==> config.mk <==
export PLATFORM = sky130hd
export DESIGN_NAME = input_conditioner_flat
export DESIGN_NICKNAME = d
export VERILOG_FILES = /design/src/rtl/input_cond_pkg.sv /design/src/rtl/input_cond_if.sv /design/src/rtl/input_cond_channel.sv /design/src/rtl/input_conditioner.sv /design/src/flat_wrapper.sv
export SDC_FILE = /design/constraint.sdc
export NUM_CORES = 1
export LEC_CHECK = 0
export CAP_MARGIN = 5
export CELL_PAD_IN_SITES_DETAIL_PLACEMENT = 0
export CELL_PAD_IN_SITES_GLOBAL_PLACEMENT = 1
export CORE_UTILIZATION = 45
export CTS_CLUSTER_DIAMETER = 80
export DETAILED_ROUTE_END_ITERATION = 6
export PLACE_DENSITY_LB_ADDON = 0.1
export RECOVER_POWER = 50
export REMOVE_ABC_BUFFERS = 1
export SKIP_LAST_GASP = 1
export SYNTH_ARGS = -nofsm -noshare
export SYNTH_HDL_FRONTEND = slang
export SYNTH_SLANG_ARGS = --single-unit
==> constraint.sdc <==
create_clock -name clk -period 3 [get_ports clk]
set_clock_uncertainty 0.1 [all_clocks]
set_input_delay 0.6 -clock clk [delete_from_list [all_inputs] [get_ports clk]]
set_output_delay 0.6 -clock clk [all_outputs]
set_load 0.05 [all_outputs]
==> src/rtl/input_cond_pkg.sv <==
// Shared timing defaults and counter-width helpers
// for the pad input conditioner.
package input_cond_pkg;

  localparam int unsigned DEF_DEBOUNCE_CYCLES = 1_000_000;
  localparam int unsigned DEF_REPEAT_DELAY    = 50_000_000;
  localparam int unsigned DEF_REPEAT_PERIOD   = 10_000_000;
  localparam int unsigned DEF_LONG_CYCLES     = 100_000_000;

  function automatic int unsigned cnt_w(
    input int unsigned n
  );
    return (n < 2) ? 1 : $clog2(n);
  endfunction

  function automatic int unsigned max2(
    input int unsigned a,
    input int unsigned b
  );
    return (a > b) ? a : b;
  endfunction

  // Hold counter must reach both the long
  // threshold and the first repeat point.
  function automatic int unsigned hold_w(
    input int unsigned l,
    input int unsigned rd,
    input int unsigned rp
  );
    return cnt_w(max2(l, rd + rp) + 1);
  endfunction

endpackage

==> src/rtl/input_cond_if.sv <==
// Pad-to-core bundle: raw pads in, conditioned
// level / pulse / flag vectors out.
interface input_cond_if #(
    parameter int N = 5
);

    logic [N-1:0] raw_i;
    logic [N-1:0] level_o;
    logic [N-1:0] press_o;
    logic [N-1:0] release_o;
    logic [N-1:0] long_o;

    modport master (
        output raw_i,
        input  level_o,
        input  press_o,
        input  release_o,
        input  long_o
    );

    modport slave (
        input  raw_i,
        output level_o,
        output press_o,
        output release_o,
        output long_o
    );

endinterface

==> src/rtl/input_cond_channel.sv <==
// One conditioned channel: synchroniser, debounce,
// hold timing, auto-repeat and long-press flag.
module input_cond_channel
    import input_cond_pkg::*;
#(
    parameter int unsigned DEBOUNCE_CYCLES = DEF_DEBOUNCE_CYCLES,
    parameter int unsigned REPEAT_DELAY    = DEF_REPEAT_DELAY,
    parameter int unsigned REPEAT_PERIOD   = DEF_REPEAT_PERIOD,
    parameter int unsigned LONG_CYCLES     = DEF_LONG_CYCLES,
    parameter bit          REPEAT_EN       = 1'b0,
    parameter bit          ACTIVE_LOW      = 1'b0
) (
    input  logic clk,
    input  logic rst_n,
    input  logic raw,
    output logic level,
    output logic press,
    output logic rel,
    output logic hold_long
);

    localparam int DW = cnt_w(DEBOUNCE_CYCLES);
    localparam int HW = hold_w(LONG_CYCLES,
                               REPEAT_DELAY,
                               REPEAT_PERIOD);
    localparam int RW = cnt_w(REPEAT_PERIOD);

    localparam logic [DW-1:0] D_LAST = DW'(DEBOUNCE_CYCLES - 1);
    localparam logic [HW-1:0] H_MAX  = '1;
    localparam logic [HW-1:0] H_RD   = HW'(REPEAT_DELAY);
    localparam logic [HW-1:0] H_LONG = HW'(LONG_CYCLES);
    localparam logic [RW-1:0] R_LOAD = RW'(REPEAT_PERIOD - 1);

    logic          pin;
    logic          s1;
    logic          s2;
    logic          lvl;
    logic [DW-1:0] dcnt;
    logic [HW-1:0] hcnt;
    logic [RW-1:0] rcnt;
    logic          armed;
    logic          rep_hit;

    logic          level_q;
    logic          press_q;
    logic          rel_q;
    logic          long_q;

    assign pin = raw ^ ACTIVE_LOW;

    always_ff @(posedge clk or negedge rst_n) begin
        if (!rst_n) begin
            s1 <= 1'b0;
            s2 <= 1'b0;
        end else begin
            s1 <= pin;
            s2 <= s1;
        end
    end

    always_ff @(posedge clk or negedge rst_n) begin
        if (!rst_n) begin
            lvl  <= 1'b0;
            dcnt <= '0;
        end else if (s2 == lvl) begin
            dcnt <= '0;
        end else if (dcnt == D_LAST) begin
            lvl  <= ~lvl;
            dcnt <= '0;
        end else begin
            dcnt <= dcnt + DW'(1);
        end
    end

    always_ff @(posedge clk or negedge rst_n) begin
        if (!rst_n) begin
            hcnt <= '0;
        end else if (!lvl) begin
            hcnt <= '0;
        end else if (hcnt != H_MAX) begin
            hcnt <= hcnt + HW'(1);
        end
    end

    // First repeat keys off the hold count; later ones
    // off rcnt, so hold saturation never stalls repeats.
    always_comb begin
        rep_hit = 1'b0;
        if (REPEAT_EN && lvl) begin
            rep_hit = armed ? (rcnt == '0)
                            : (hcnt == H_RD);
        end
    end

    always_ff @(posedge clk or negedge rst_n) begin
        if (!rst_n) begin
            armed <= 1'b0;
            rcnt  <= '0;
        end else if (!lvl) begin
            armed <= 1'b0;
            rcnt  <= '0;
        end else if (rep_hit) begin
            armed <= 1'b1;
            rcnt  <= R_LOAD;
        end else if (armed) begin
            rcnt  <= rcnt - RW'(1);
        end
    end

    always_ff @(posedge clk or negedge rst_n) begin
        if (!rst_n) begin
            level_q <= 1'b0;
            press_q <= 1'b0;
            rel_q   <= 1'b0;
            long_q  <= 1'b0;
        end else begin
            level_q <= lvl;
            press_q <= (lvl & ~level_q) | rep_hit;
            rel_q   <= ~lvl & level_q;
            long_q  <= lvl && (hcnt >= H_LONG);
        end
    end

    assign level     = level_q;
    assign press     = press_q;
    assign rel       = rel_q;
    assign hold_long = long_q;

endmodule

==> src/rtl/input_conditioner.sv <==
// N-channel pad conditioner: debounced levels, press /
// release pulses, auto-repeat and long-press flags.
module input_conditioner
    import input_cond_pkg::*;
#(
    parameter int unsigned N               = 5,
    parameter int unsigned DEBOUNCE_CYCLES = DEF_DEBOUNCE_CYCLES,
    parameter int unsigned REPEAT_DELAY    = DEF_REPEAT_DELAY,
    parameter int unsigned REPEAT_PERIOD   = DEF_REPEAT_PERIOD,
    parameter int unsigned LONG_CYCLES     = DEF_LONG_CYCLES,
    parameter logic [N-1:0] REPEAT_MASK     = '0,
    parameter logic [N-1:0] ACTIVE_LOW_MASK = '0
) (
    input logic         clk,
    input logic         cpu_resetn,
    input_cond_if.slave io
);

    logic [N-1:0] level;
    logic [N-1:0] press;
    logic [N-1:0] rel;
    logic [N-1:0] hold_long;

    for (genvar g = 0; g < N; g++) begin : g_ch
        input_cond_channel #(
            .DEBOUNCE_CYCLES (DEBOUNCE_CYCLES),
            .REPEAT_DELAY    (REPEAT_DELAY),
            .REPEAT_PERIOD   (REPEAT_PERIOD),
            .LONG_CYCLES     (LONG_CYCLES),
            .REPEAT_EN       (REPEAT_MASK[g]),
            .ACTIVE_LOW      (ACTIVE_LOW_MASK[g])
        ) u_ch (
            .clk       (clk),
            .rst_n     (cpu_resetn),
            .raw       (io.raw_i[g]),
            .level     (level[g]),
            .press     (press[g]),
            .rel       (rel[g]),
            .hold_long (hold_long[g])
        );
    end

    assign io.level_o   = level;
    assign io.press_o   = press;
    assign io.release_o = rel;
    assign io.long_o    = hold_long;

endmodule
==> src/flat_wrapper.sv <==
// flat-port wrapper written by rule: the top's interface ports become plain ports
module input_conditioner_flat import input_cond_pkg::*;
#(
    parameter int unsigned N               = 5,
    parameter int unsigned DEBOUNCE_CYCLES = DEF_DEBOUNCE_CYCLES,
    parameter int unsigned REPEAT_DELAY    = DEF_REPEAT_DELAY,
    parameter int unsigned REPEAT_PERIOD   = DEF_REPEAT_PERIOD,
    parameter int unsigned LONG_CYCLES     = DEF_LONG_CYCLES,
    parameter logic [N-1:0] REPEAT_MASK     = '0,
    parameter logic [N-1:0] ACTIVE_LOW_MASK = '0
)
  (clk, cpu_resetn, io_raw_i, io_level_o, io_press_o, io_release_o, io_long_o);
  input_cond_if #(.N(N)) io_i ();
  input logic clk;
  input logic cpu_resetn;
  input wire logic [$bits(io_i.raw_i)-1:0] io_raw_i;
  output wire logic [$bits(io_i.level_o)-1:0] io_level_o;
  output wire logic [$bits(io_i.press_o)-1:0] io_press_o;
  output wire logic [$bits(io_i.release_o)-1:0] io_release_o;
  output wire logic [$bits(io_i.long_o)-1:0] io_long_o;
  assign io_i.raw_i = io_raw_i;
  assign io_level_o = io_i.level_o;
  assign io_press_o = io_i.press_o;
  assign io_release_o = io_i.release_o;
  assign io_long_o = io_i.long_o;
  input_conditioner #(.N(N), .DEBOUNCE_CYCLES(DEBOUNCE_CYCLES), .REPEAT_DELAY(REPEAT_DELAY), .REPEAT_PERIOD(REPEAT_PERIOD), .LONG_CYCLES(LONG_CYCLES), .REPEAT_MASK(REPEAT_MASK), .ACTIVE_LOW_MASK(ACTIVE_LOW_MASK)) u_core (.clk(clk), .cpu_resetn(cpu_resetn), .io(io_i));
endmodule
* Yosys cells after proc, flatten, opt, wreduce, memory -nomap -nowiden
Index checks and enable logic that the tools add are counted.
Widths: inputs -> output; s select.
** Storage, ports and cells
- Bits in writable memories :: 0
- Flip-flop bits (word level) :: 270
- Memories :: 0
- Bits in read-only memories :: 0
- Latch bits :: 0
- Output and inout port bits :: 20
- Logic and storage cells :: 135
** Cells by class
- Multiplexer cells :: 20
- Multipliers :: 0
- Div/mod/pow operators :: 0
- $add $sub $neg :: 10
- Eq/ne operators :: 20
- Reductions and logical operators :: 10
- Shift-type cells :: 0
- Bitwise gates (word level) :: 25
- Order comparisons :: 5
** Operators with widths (count)
- $mux 27 :: 10
- $mux 20 :: 10
- $add 27x1->27 const B :: 5
- $ge 27x27->1 const B :: 5
- $ne 27x27->1 const B :: 5
- $add 20x1->20 const B :: 5
- $eq 20x20->1 const B :: 5
- $not 1->1 :: 15
- $and 1x1->1 :: 10
- $ne 2x1->1 const B :: 5
- $reduce_and 2->1 :: 5
- $eq 1x1->1 :: 5
- $logic_and 1x1->1 :: 5

* Longest topological paths before layout
Gate-level depths: netlist of the first run.
- Depth after elaboration :: 3
- Mapped depth :: 9
- Mapped depth without buffers :: 6

* Cells and area by module
Synthesis of the first run repeated with hierarchy kept, for this count alone.
** Unflattened totals
- Cell total of the unflattened synthesis :: 1425
- Area total of the unflattened synthesis :: 14082.3 µm²
** Modules (own cells, without submodules)
- input_cond_channel :: cells an instance 285, area each 2816.5 µm², times used 5

* Worst setup path before layout of the first run
No wires, ideal clock.
- Path kind :: flip-flop to flip-flop
- From :: register u_core.g_ch[4].u_ch.hcnt[1]
- To :: register u_core.g_ch[4].u_ch.hcnt[1]
- Setup slack :: 0.888 ns
- Library setup time :: 0.132 ns
- Arrival :: 1.880 ns
- Clock period less this slack :: 2.112 ns
- Stages on the path, launching flop included :: 8
- Data required time :: 2.768 ns
- Path through :: dfrtp_1 > ha_1 > nand3_1 > or2_1 > nor4_4 > buf_4 > mux2i_1 > nor2_1
** Between the ends
- Longest elaborated chain between the ends :: 3
- Elaborated cells between the ends (all ways) :: 5
- Those cells by class :: add/sub (1); eq/ne (2); mux (2)
** RTL lines
- from (decl) :: RTL line input_cond_channel.sv:39 : logic [HW-1:0] hcnt;
- from (signal assigned) :: RTL line input_cond_channel.sv:81 : hcnt <= hcnt + HW'(1);
- $add 27x1->27 :: RTL line input_cond_channel.sv:81
- $mux 27 :: RTL line input_cond_channel.sv:80 : end else if (hcnt != H_MAX) begin
- $mux 27 :: RTL line input_cond_channel.sv:78 : end else if (!lvl) begin
Parallel ways exist; a longest one is shown, timed or not. The select of a mux whose other input is x is not followed.
A chain may end at the register's enable or synchronous reset.

* Final worst setup path of the first run
- From :: register u_core.g_ch[3].u_ch.level_q
- To :: output port io_level_o[3]
** RTL lines
- from (decl) :: RTL line input_cond_channel.sv:44 : logic level_q;
- from (signal assigned) :: RTL line input_cond_channel.sv:117 : level_q <= lvl;
- to (decl) :: RTL line flat_wrapper.sv:17 : output wire logic [$bits(io_i.level_o)-1:0] io_level_o;
No word-level cell between the ends.

==> results of run 1 <==
[layer usage]
layer	up-vias	part of all wire	global-route usage
met2	104	0.46	0.2925
li1	4989	-	-
met5	-	0	0
met3	45	0.024	0.02229
met4	0	0.023	0.04964
met1	4784	0.49	0.2479
[cell usage after synthesis, types with 2 or more instances]
master	number
xor2_1	56
nor4_4	3
and2_1	9
a21boi_0	2
o2111ai_1	3
or3_1	19
nor3_1	32
nand3_1	93
nand2b_1	26
xnor2_1	105
mux2i_1	24
buf_4	21
nor4bb_1	2
o21a_1	5
clkbuf_1	36
o31ai_1	5
or2_2	4
and4_1	23
a31oi_1	17
o211ai_1	8
buf_2	13
clkinv_1	3
inv_1	34
and3_1	40
ha_1	15
o211a_1	2
nand4_2	2
dfrtp_1	270
nor2_1	219
nor4b_1	3
nand4b_1	4
a211oi_1	7
nand4_1	54
a21oi_1	63
nor3b_1	5
nor4_1	23
nand3b_1	2
nor2b_1	10
nor4_2	2
or4_1	4
o21ai_0	29
nand2_1	120
[cell families (layout without fill, tap and decap cells)]
group,count (synthesis),count (layout)
buffers and inverters,108,141
and+or+nand+nor,702,702
adders and majority gates,15,15
muxes,25,25
AOI/OAI and AO/OA,152,152
xor gates and xnor gates,161,161
DFF,270,270
[path summary, 6_finish.rpt]
kind                                              from                           end  depth (start not counted)
max                          u_core.g_ch[3].u_ch.level                 io_level_o[3]                          1
min                             u_core.g_ch[0].u_ch.s1        u_core.g_ch[0].u_ch.s2                          0
max reg2reg                u_core.g_ch[1].u_ch.hcnt[0]  u_core.g_ch[1].u_ch.hcnt[15]                          7
min reg2reg                     u_core.g_ch[0].u_ch.s1        u_core.g_ch[0].u_ch.s2                          0
max in group asynchronous                   cpu_resetn  u_core.g_ch[2].u_ch.hcnt[15]                          3
min in group asynchronous                   cpu_resetn  u_core.g_ch[4].u_ch.hcnt[26]                          2
[through the flow]
| step | std cells | area, um^2 |
|---|---|---|
| floorplan | 1362 | 13230 |
| global placement | 1801 | 14200 |
| detailed placement | 1801 | 14200 |
| CTS | 1856 | 15250 |
| global route | 1856 | 15210 |
| finish | 1856 | 15210 |
[placed cells by master (no fill, tap or decap), types with 34 or more instances in the layout]
master   count
dfrtp_1    270
nand3_1     93
nand4_1     55
xor2_1      56
nand2_1    120
and3_1      40
inv_1       34
a21oi_1     63
nor2_1     219
xnor2_1    105
[final cells by class]
| type | count | area, um^2 |
|---|---|---|
| flip-flops and latches | 270 | 6756 |
| fillers | 2752 | 14500 |
| inverters | 37 | 138.9 |
| well taps | 390 | 488.0 |
| repair buffers | 50 | 454.2 |
| multi-input cells | 1055 | 6331 |
| clock buffers | 45 | 898.4 |
| clock inverters | 9 | 147.6 |
[power by group through the flow]
stage                     registers, W  clock network (W)   logic, W
after floorplan                0.00375                  0  0.0000427
after global placement         0.00375                  0   0.000154
after detailed placement       0.00375                  0   0.000156
after CTS                      0.00369            0.00397   0.000157
after global routing           0.00369            0.00410   0.000171
final                          0.00369            0.00382   0.000144
[timing repair]
action	4_1_cts	5_1_grt
endpoints found under the hold margin	55	0
setup endpoints to repair	0	0
hold buffers	1	0
==> out/metrics.csv, run 1 <==
metric;value;unit
outcome;finished, violations left;
violated checks;capacitance limit, slew limit;
number of routed nets with antenna violations;0;
Power per Cell Area;503.1;mW/mm^2
Synth async-reset ratio;1.000;
# IOs;27;
adder-cell share of the synthesized area;0.01380;
hpwl dp;17310;um
Max clock buf depth;3;
Die Span Y;175.9;um
RSZ-0062 raised after global routing;false;
sequential element share of the synthesized area;0.4967;
via count;9922;
Nets;1466;
Pins Over Slew Limit;57;
largest net degree at the start of global routing;74;
core area;0.02972;mm^2
post-synth cell types;58;
combinational group share of total power;0.019;
CTS Root Cell;clkbuf_16;
worst setup margin;0.5844;ns
Core Rows;63;
layout cells sized above 1;0.05593;
number of synthesized flops with an enable pin;0;
Crit Path Category;reg2out;
Yosys top cell by area;dfrtp_1;
DRT Pass-1 Iters;5;
Chip Width;175.9;um
flop and latch count out of synthesis;270;
synthesis warning total;0;
Largest register FFs;135;
multiplexer area fraction after synthesis;0.01849;
Sw Ratio;0.2039;
sum of negative setup slack;0;ns
Tot Pwr;0.007655;W
DRC marker count from the first detailed-route iteration;587;
critical path endpoint category;output port;
area grow syn2layout;11.86;%
Compound-Gate Fraction of Synth Area;0.06807;
Top delay family on crit path;buffers and inverters;
H-tree level count;1;
Worst Path Buf+Inv;1;
Min-Delay Path Class;reg2reg;
VDD IR max;0.0004118;V
buffer count from post-CTS setup fixing;0;
Worst Max-Slew Pin Slew;1.598;ns
Synth top area share;0.4967;
Top reg by flops;u_core.g_ch.u_ch.hcnt;
Slew HR;-0.06555;
P_sw;0.001560;W
Syn Inst Count;1433;
period utilization;0.8052;
Largest regs;u_core.g_ch.u_ch.hcnt (135), u_core.g_ch.u_ch.dcnt (100);
Synth Area per Inst;9.492;um^2
Synth Flop Type;dfrtp_1;
vias in the first global route;9864;
Simple-Gate Fraction of Synth Area;0.2619;
Clk pwr share;0.500;
clock slew at reported path FFs;0.06;ns
Post-Syn Area;0.01360;mm^2
Crit Path Max Fanout;3;
Setup violations, final;0;
total wire length;26380;um
Worst path slowest cell;clkdlybuf4s50_1;
via/cell ratio;5.346;
Setup WS pre-CTS;0.7263;ns
GRT Util Overall;0.1783;
crit-path cells;clkdlybuf4s50_1;
register-to-register setup slack;0.72;ns
DR WL/cell;14.21;um
DRC viols;0;
CP Launch Type;flop;
Slowest Stage Delay on Critical Path;0.81;ns
routability congestion estimate;0.7769;
GRT overflow;0;
register share of total power;0.482;
area of the die;0.03093;mm^2
main combinational cell family by area after synthesis;simple AND/OR/NAND/NOR gates;
Synth Area in XOR/XNOR;0.1037;
Max Clk Rate;414.0;MHz
Num CTS Buffers;30;
Final Hold Fails;0;
critical path arrival;1.72;ns
Starting Density;0.4577;
critical path data required time;2.30;ns
worst skew pair latency;0.55;ns
top cells by area, synth;dfrtp_1 (50%), xnor2_1 (6.8%), nor2_1 (6.0%), xor2_1 (3.6%), nand3_1 (3.4%);
Pleak;6.143;nW
Final min period;2.416;ns
clock sinks;270;
TritonCTS clock tree;yes;
first-pass GRT wire length;46920;um
post-CTS sizing;0;
PortBufs;26;
ant diodes;0;
WHS;0.2457;ns
internal power;0.006094;W
max cap viols;1;
initial antenna violation count;0;
Core Util, Final;0.5120;
(Power assumes the default switching activity.)
==> run 2: changes to the inputs <==
==> constraint.sdc (replaced) <==
create_clock -name clk -period 2.1 [get_ports clk]
set_clock_uncertainty 0.1 [all_clocks]
set_input_delay 0.42 -clock clk [delete_from_list [all_inputs] [get_ports clk]]
set_output_delay 0.42 -clock clk [all_outputs]
set_load 0.05 [all_outputs]
==> out/metrics.csv, run 2 (synthesis gave the netlist of run 1 again) <==
metric;value;unit;change
outcome;finished, final reports clean;;was finished, violations left
worst reg2reg startpoint;u_core.g_ch[4].u_ch.hcnt[2];;was u_core.g_ch[1].u_ch.hcnt[0]
Core Util, Final;0.5302;;was 0.5120
fillers;2742;;was 2752
# IOs;27;;unchanged
via/cell ratio;5.273;;was 5.346
area of the die;0.03093;mm^2;unchanged
Max Clk Rate;503.0;MHz;
area of the multi-input gates;0.006362;mm^2;was 0.006331 mm^2
RSZ-0062 raised after global routing;true;;was false
period utilization;0.9467;;
Core Rows;63;;unchanged
Setup violations, final;0;;unchanged
via count;10129;;was 9922
number of routed nets with antenna violations;0;;unchanged
TritonCTS clock tree;yes;;unchanged
Crit Path Max Fanout;28;;was 3
most frequent cells in the layout;dfrtp_1 (270), nor2_1 (219), nand2_1 (120);;unchanged
clock sinks;270;;unchanged
critical path launch point;u_core.g_ch[4].u_ch.hcnt[2];;was u_core.g_ch[3].u_ch.level
Power per Cell Area;694.6;mW/mm^2;was 503.1 mW/mm^2
Slowest Stage Delay on Critical Path;0.47;ns;was 0.81 ns
initial antenna violation count;0;;unchanged
Largest register FFs;135;;unchanged
crit-path cells;and4_1, nand3_1, nor4_4, buf_12, or4_1, a21oi_1;;was clkdlybuf4s50_1
routability congestion estimate;0.8032;;was 0.7769
buffer count from post-CTS setup fixing;0;;unchanged
register area;0.006756;mm^2;unchanged
worst skew pair latency;0.55;ns;about the same
Pins Over Slew Limit;0;;was 57
Max clock buf depth;3;;unchanged
clock slew at reported path FFs;0.06;ns;about the same
GRT overflow;0;;unchanged
Pleak;6.604;nW;was 6.143 nW
CTS Root Cell;clkbuf_16;;unchanged
Min-Delay Path Class;reg2reg;;unchanged
vias in the first global route;9887;;was 9864
most common cell after layout, fill and taps aside;dfrtp_1;;unchanged
VDD IR max;0.0005137;V;was 0.0004118 V
largest net degree at the start of global routing;65;;was 74
Chip Width;175.9;um;unchanged
Worst path slowest cell;or4_1;;was clkdlybuf4s50_1
Nets;1530;;was 1466
Final min period;1.988;ns;
PortBufs;26;;unchanged
H-tree level count;1;;unchanged
Starting Density;0.4577;;unchanged
critical path endpoint category;flop;;was output port
Slew HR;0.1469;;was -0.06555
CP Launch Type;flop;;unchanged
Top delay family on crit path;simple AND/OR/NAND/NOR gates;;was buffers and inverters
Num CTS Buffers;30;;unchanged
DRC marker count from the first detailed-route iteration;485;;was 587
hpwl dp;17670;um;was 17310 um
GRT Util Overall;0.1777;;was 0.1783
critical path data required time;2.46;ns;was 2.30 ns
Top reg by flops;u_core.g_ch.u_ch.hcnt;;unchanged
Worst Max-Slew Pin Slew;1.280;ns;was 1.598 ns
Die Span Y;175.9;um;unchanged
Largest regs;u_core.g_ch.u_ch.hcnt (135), u_core.g_ch.u_ch.dcnt (100);;unchanged
Worst Path Buf+Inv;1;;unchanged
layout cells sized above 1;0.09993;;was 0.05593
DRT Pass-1 Iters;4;;was 5
total wire length;26770;um;was 26380 um
DR WL/cell;13.94;um;was 14.21 um
hold path startpoint;u_core.g_ch[1].u_ch.s1;;was u_core.g_ch[0].u_ch.s1
Final Hold Fails;0;;unchanged
DRC viols;0;;unchanged
first-pass GRT wire length;46620;um;was 46920 um
Crit Path Category;reg2reg;;was reg2out
area grow syn2layout;15.83;%;was 11.86%
critical path arrival;2.35;ns;was 1.72 ns
Tot Pwr;0.01094;W;was 0.007655 W
max cap viols;0;;was 1
ant diodes;0;;unchanged
core area;0.02972;mm^2;unchanged
==> run 2: cell count changes in the layout (fill, tap and decap cells not counted), moves of 2 or more <==
| cell | before | now |
|---|---|---|
| buf_12 | 3 | 7 |
| buf_4 | 14 | 74 |
| clkdlybuf4s50_1 | 20 | 0 |
| clkinv_2 | 4 | 6 |
| dlygate4sd2_1 | 0 | 20 |
==> run 2: path summary, 6_finish.rpt <==
kind | end | slack (ns) | depth (start not counted)
worst max-delay path | u_core.g_ch[4].u_ch.hcnt[9] | 0.11 | 6
worst min register to register | u_core.g_ch[1].u_ch.s2 | 0.25 | 0
worst max register to register | u_core.g_ch[4].u_ch.hcnt[9] | 0.11 | 6
max in group asynchronous | u_core.g_ch[2].u_ch.dcnt[4] | 0.28 | 3
min in group asynchronous | u_core.g_ch[4].u_ch.hcnt[25] | 0.59 | 2
worst min-delay path | u_core.g_ch[1].u_ch.s2 | 0.25 | 0
==> run 2: cell type report <==
cell class | count | share of cell area
tap | 390 | 0.03097
inverter | 37 | 0.008815
multi-input combinational | 1055 | 0.4038
clock inverter | 10 | 0.009530
sequential | 270 | 0.4288
timing repair buffer | 114 | 0.06163
clock buffer | 45 | 0.05639
==> run 2: repair_timing <==
item                                    in CTS  in global routing
hold buffers                                 1                  0
gates resized for setup                     21                  5
gates cloned                                 0                  0
endpoints found under the setup margin      24                  9
hold endpoints to repair                    40                  0
pin swaps                                    0                  1
==> run 2: where the power goes <==
group          switching (W)  internal [W]  leakage, nW  total (W)
registers          0.0000286       0.00524         3.74    0.00527
clock network        0.00206       0.00339        0.515    0.00545
logic               0.000160     0.0000656         2.35   0.000225
==> run 2: stage by stage <==
step           setup WS (ns)  instances  cell area [um^2]   TNS, ns  hold WS [ns]
6_report              0.1119       1921             15760         0        0.2462
4_1_cts              0.04461       1921             15760         0        0.1747
3_5_place_dp        -0.03157       1865             14740  -0.03157        0.2356
2_1_floorplan        -0.5016       1362             13230    -9.197       0.02441
3_3_place_gp         0.07214       1865             14740         0        0.2345
5_1_grt             -0.02472       1921             15760  -0.05291        0.2567
==> run 2: metal layers <==
layer	global-route usage	routed length (um)
met5	0	0
met2	0.2920	12420
met4	0.04312	452
met1	0.2486	13190
met3	0.02273	706
==> run 3: changes to the inputs <==
--- a/config.mk
+++ b/config.mk
@@ -10,6 +10,7 @@
 export CELL_PAD_IN_SITES_GLOBAL_PLACEMENT = 1
 export CORE_UTILIZATION = 45
 export CTS_CLUSTER_DIAMETER = 80
+export CTS_CLUSTER_SIZE = 12
 export DETAILED_ROUTE_END_ITERATION = 6
 export PLACE_DENSITY_LB_ADDON = 0.1
 export RECOVER_POWER = 50
==> out/metrics.csv, run 3 (synthesis gave the netlist of run 1 again) <==
metric;value;unit;change
Pleak;6.416;nW;was 6.604 nW
critical path endpoint category;flop;;unchanged
Crit Path Max Fanout;28;;unchanged
DRT Pass-1 Iters;4;;unchanged
register-to-register setup slack;0.11;ns;about the same
first-pass GRT wire length;46490;um;was 46620 um
Final min period;1.993;ns;was 1.988 ns
Core Rows;63;;unchanged
RSZ-0062 raised after global routing;true;;unchanged
# IOs;27;;unchanged
Chip Width;175.9;um;unchanged
vias in the first global route;9835;;was 9887
Nets;1526;;was 1530
routability congestion estimate;0.8032;;unchanged
Max clock buf depth;3;;unchanged
ant diodes;0;;unchanged
worst skew pair latency;0.53;ns;was 0.55 ns
max cap viols;0;;unchanged
number of non-filler instances in the completed layout;1894;;was 1921
Min-Delay Path Class;reg2reg;;unchanged
TritonCTS clock tree;yes;;unchanged
H-tree level count;1;;unchanged
layout cells sized above 1;0.08976;;was 0.09993
Largest register FFs;135;;unchanged
VDD IR max;0.0005044;V;was 0.0005137 V
critical path data required time;2.44;ns;was 2.46 ns
CP endpoint;u_core.g_ch[4].u_ch.hcnt[9];;unchanged
reg2reg end;u_core.g_ch[4].u_ch.hcnt[9];;unchanged
initial antenna violation count;0;;unchanged
via/cell ratio;5.306;;was 5.273
WHS;0.2459;ns;was 0.2462 ns
total wire length;26560;um;was 26770 um
CTS Root Cell;clkbuf_16;;unchanged
critical path arrival;2.33;ns;was 2.35 ns
PortBufs;26;;unchanged
DRC viols;0;;unchanged
Worst Max-Slew Pin Slew;1.027;ns;was 1.280 ns
Largest regs;u_core.g_ch.u_ch.hcnt (135), u_core.g_ch.u_ch.dcnt (100);;unchanged
outcome;finished, final reports clean;;unchanged
clock sinks;270;;unchanged
Die Span Y;175.9;um;unchanged
Slew HR;0.3150;;was 0.1469
via count;10049;;was 10129
number of routed nets with antenna violations;0;;unchanged
clock slew at reported path FFs;0.06;ns;about the same
critical path launch point;u_core.g_ch[4].u_ch.hcnt[17];;was u_core.g_ch[4].u_ch.hcnt[2]
DRC marker count from the first detailed-route iteration;530;;was 485
worst reg2reg startpoint;u_core.g_ch[4].u_ch.hcnt[17];;was u_core.g_ch[4].u_ch.hcnt[2]
core area;0.02972;mm^2;unchanged
period utilization;0.9489;;was 0.9467
DR WL/cell;14.02;um;was 13.94 um
hpwl dp;17670;um;unchanged
most frequent cells in the layout;dfrtp_1 (270), nor2_1 (219), nand2_1 (120);;unchanged
Power per Cell Area;624.2;mW/mm^2;was 694.6 mW/mm^2
GRT overflow;0;;unchanged
CP Launch Type;flop;;unchanged
Core Util, Final;0.5175;;was 0.5302
area grow syn2layout;13.06;%;was 15.83%
GRT Util Overall;0.1775;;was 0.1777
Starting Density;0.4577;;unchanged
FF-to-FF path depth;6;;unchanged
Max Clk Rate;501.9;MHz;was 503.0 MHz
area of the die;0.03093;mm^2;unchanged
Num CTS Buffers;26;;was 30
Placed Cells;1865;;unchanged
most common cell after layout, fill and taps aside;dfrtp_1;;unchanged
Final Hold Fails;0;;unchanged
largest net degree at the start of global routing;65;;unchanged
Top reg by flops;u_core.g_ch.u_ch.hcnt;;unchanged
Crit Path Category;reg2reg;;unchanged
buffer count from post-CTS setup fixing;0;;unchanged
Setup violations, final;0;;unchanged
Pins Over Slew Limit;0;;unchanged
[run 3: final cells by class]
| type | count | area, um^2 |
|---|---|---|
| Sequential cell | 270 | 6756 |
| Clock inverter | 1 | 8.758 |
| Fill cell | 2769 | 14340 |
| Inverter | 37 | 138.9 |
| Timing Repair Buffer | 114 | 943.4 |
| Tap cell | 390 | 488.0 |
| Multi-Input combinational cell | 1055 | 6367 |
| Clock buffer | 27 | 675.6 |
[run 3: how the worst min path moves through the flow]
stage          depth (start not counted)                    from  slack (ns)                           to
2_1_floorplan                          0              cpu_resetn        0.02  u_core.g_ch[0].u_ch.dcnt[0]
3_3_place_gp                           0  u_core.g_ch[3].u_ch.s1        0.23       u_core.g_ch[3].u_ch.s2
3_5_place_dp                           0  u_core.g_ch[1].u_ch.s1        0.24       u_core.g_ch[1].u_ch.s2
4_1_cts                                1             io_raw_i[1]        0.20       u_core.g_ch[1].u_ch.s1
5_1_grt                                0  u_core.g_ch[1].u_ch.s1        0.26       u_core.g_ch[1].u_ch.s2
6_report                               0  u_core.g_ch[1].u_ch.s1        0.25       u_core.g_ch[1].u_ch.s2
[run 3: repair_timing]
item / 4_1_cts / 5_1_grt
setup endpoints to repair: 24 / 12
hold buffers: 1 / 0
pin swaps: 0 / 1
endpoints found under the hold margin: 40 / 0
gates resized for setup: 21 / 6
[run 3: through the flow]
step,setup TNS [ns],setup WS [ns],total power (W),cell area (um^2)
after floorplan,-9.197,-0.5016,0.005416,13230
after global routing,-0.003623,-0.001472,0.01001,15380
after CTS,0,0.04456,0.009810,15410
after detailed placement,-0.03157,-0.03157,0.005602,14740
final,0,0.1074,0.009599,15380
after global placement,0,0.07214,0.005599,14740
[run 3: critical path, cell delays in order (launching register included)]
cell     delay (ns)
dfrtp_1        0.43
and3_1         0.26
nand4_1        0.25
nor4_4         0.07
buf_12         0.17
or4_1          0.47
a21oi_1        0.16
[run 3: per-layer routing]
| metal | track usage | part of all wire | wire (um) | vias to the layer above |
|---|---|---|---|---|
| li1 | - | - | - | 5067 |
| met1 | 0.2484 | 0.50 | 13240 | 4856 |
| met2 | 0.2925 | 0.46 | 12200 | 90 |
| met3 | 0.02338 | 0.024 | 650 | 36 |
| met4 | 0.04022 | 0.018 | 471 | 0 |
| met5 | 0 | 0 | 0 | - |
[run 3: power breakdown]
group          switching, W  leakage (nW)  internal [W]  total (W)
Sequential        0.0000281          3.74       0.00524    0.00526
Clock               0.00187         0.337       0.00225    0.00412
Combinational      0.000158          2.34     0.0000588   0.000217
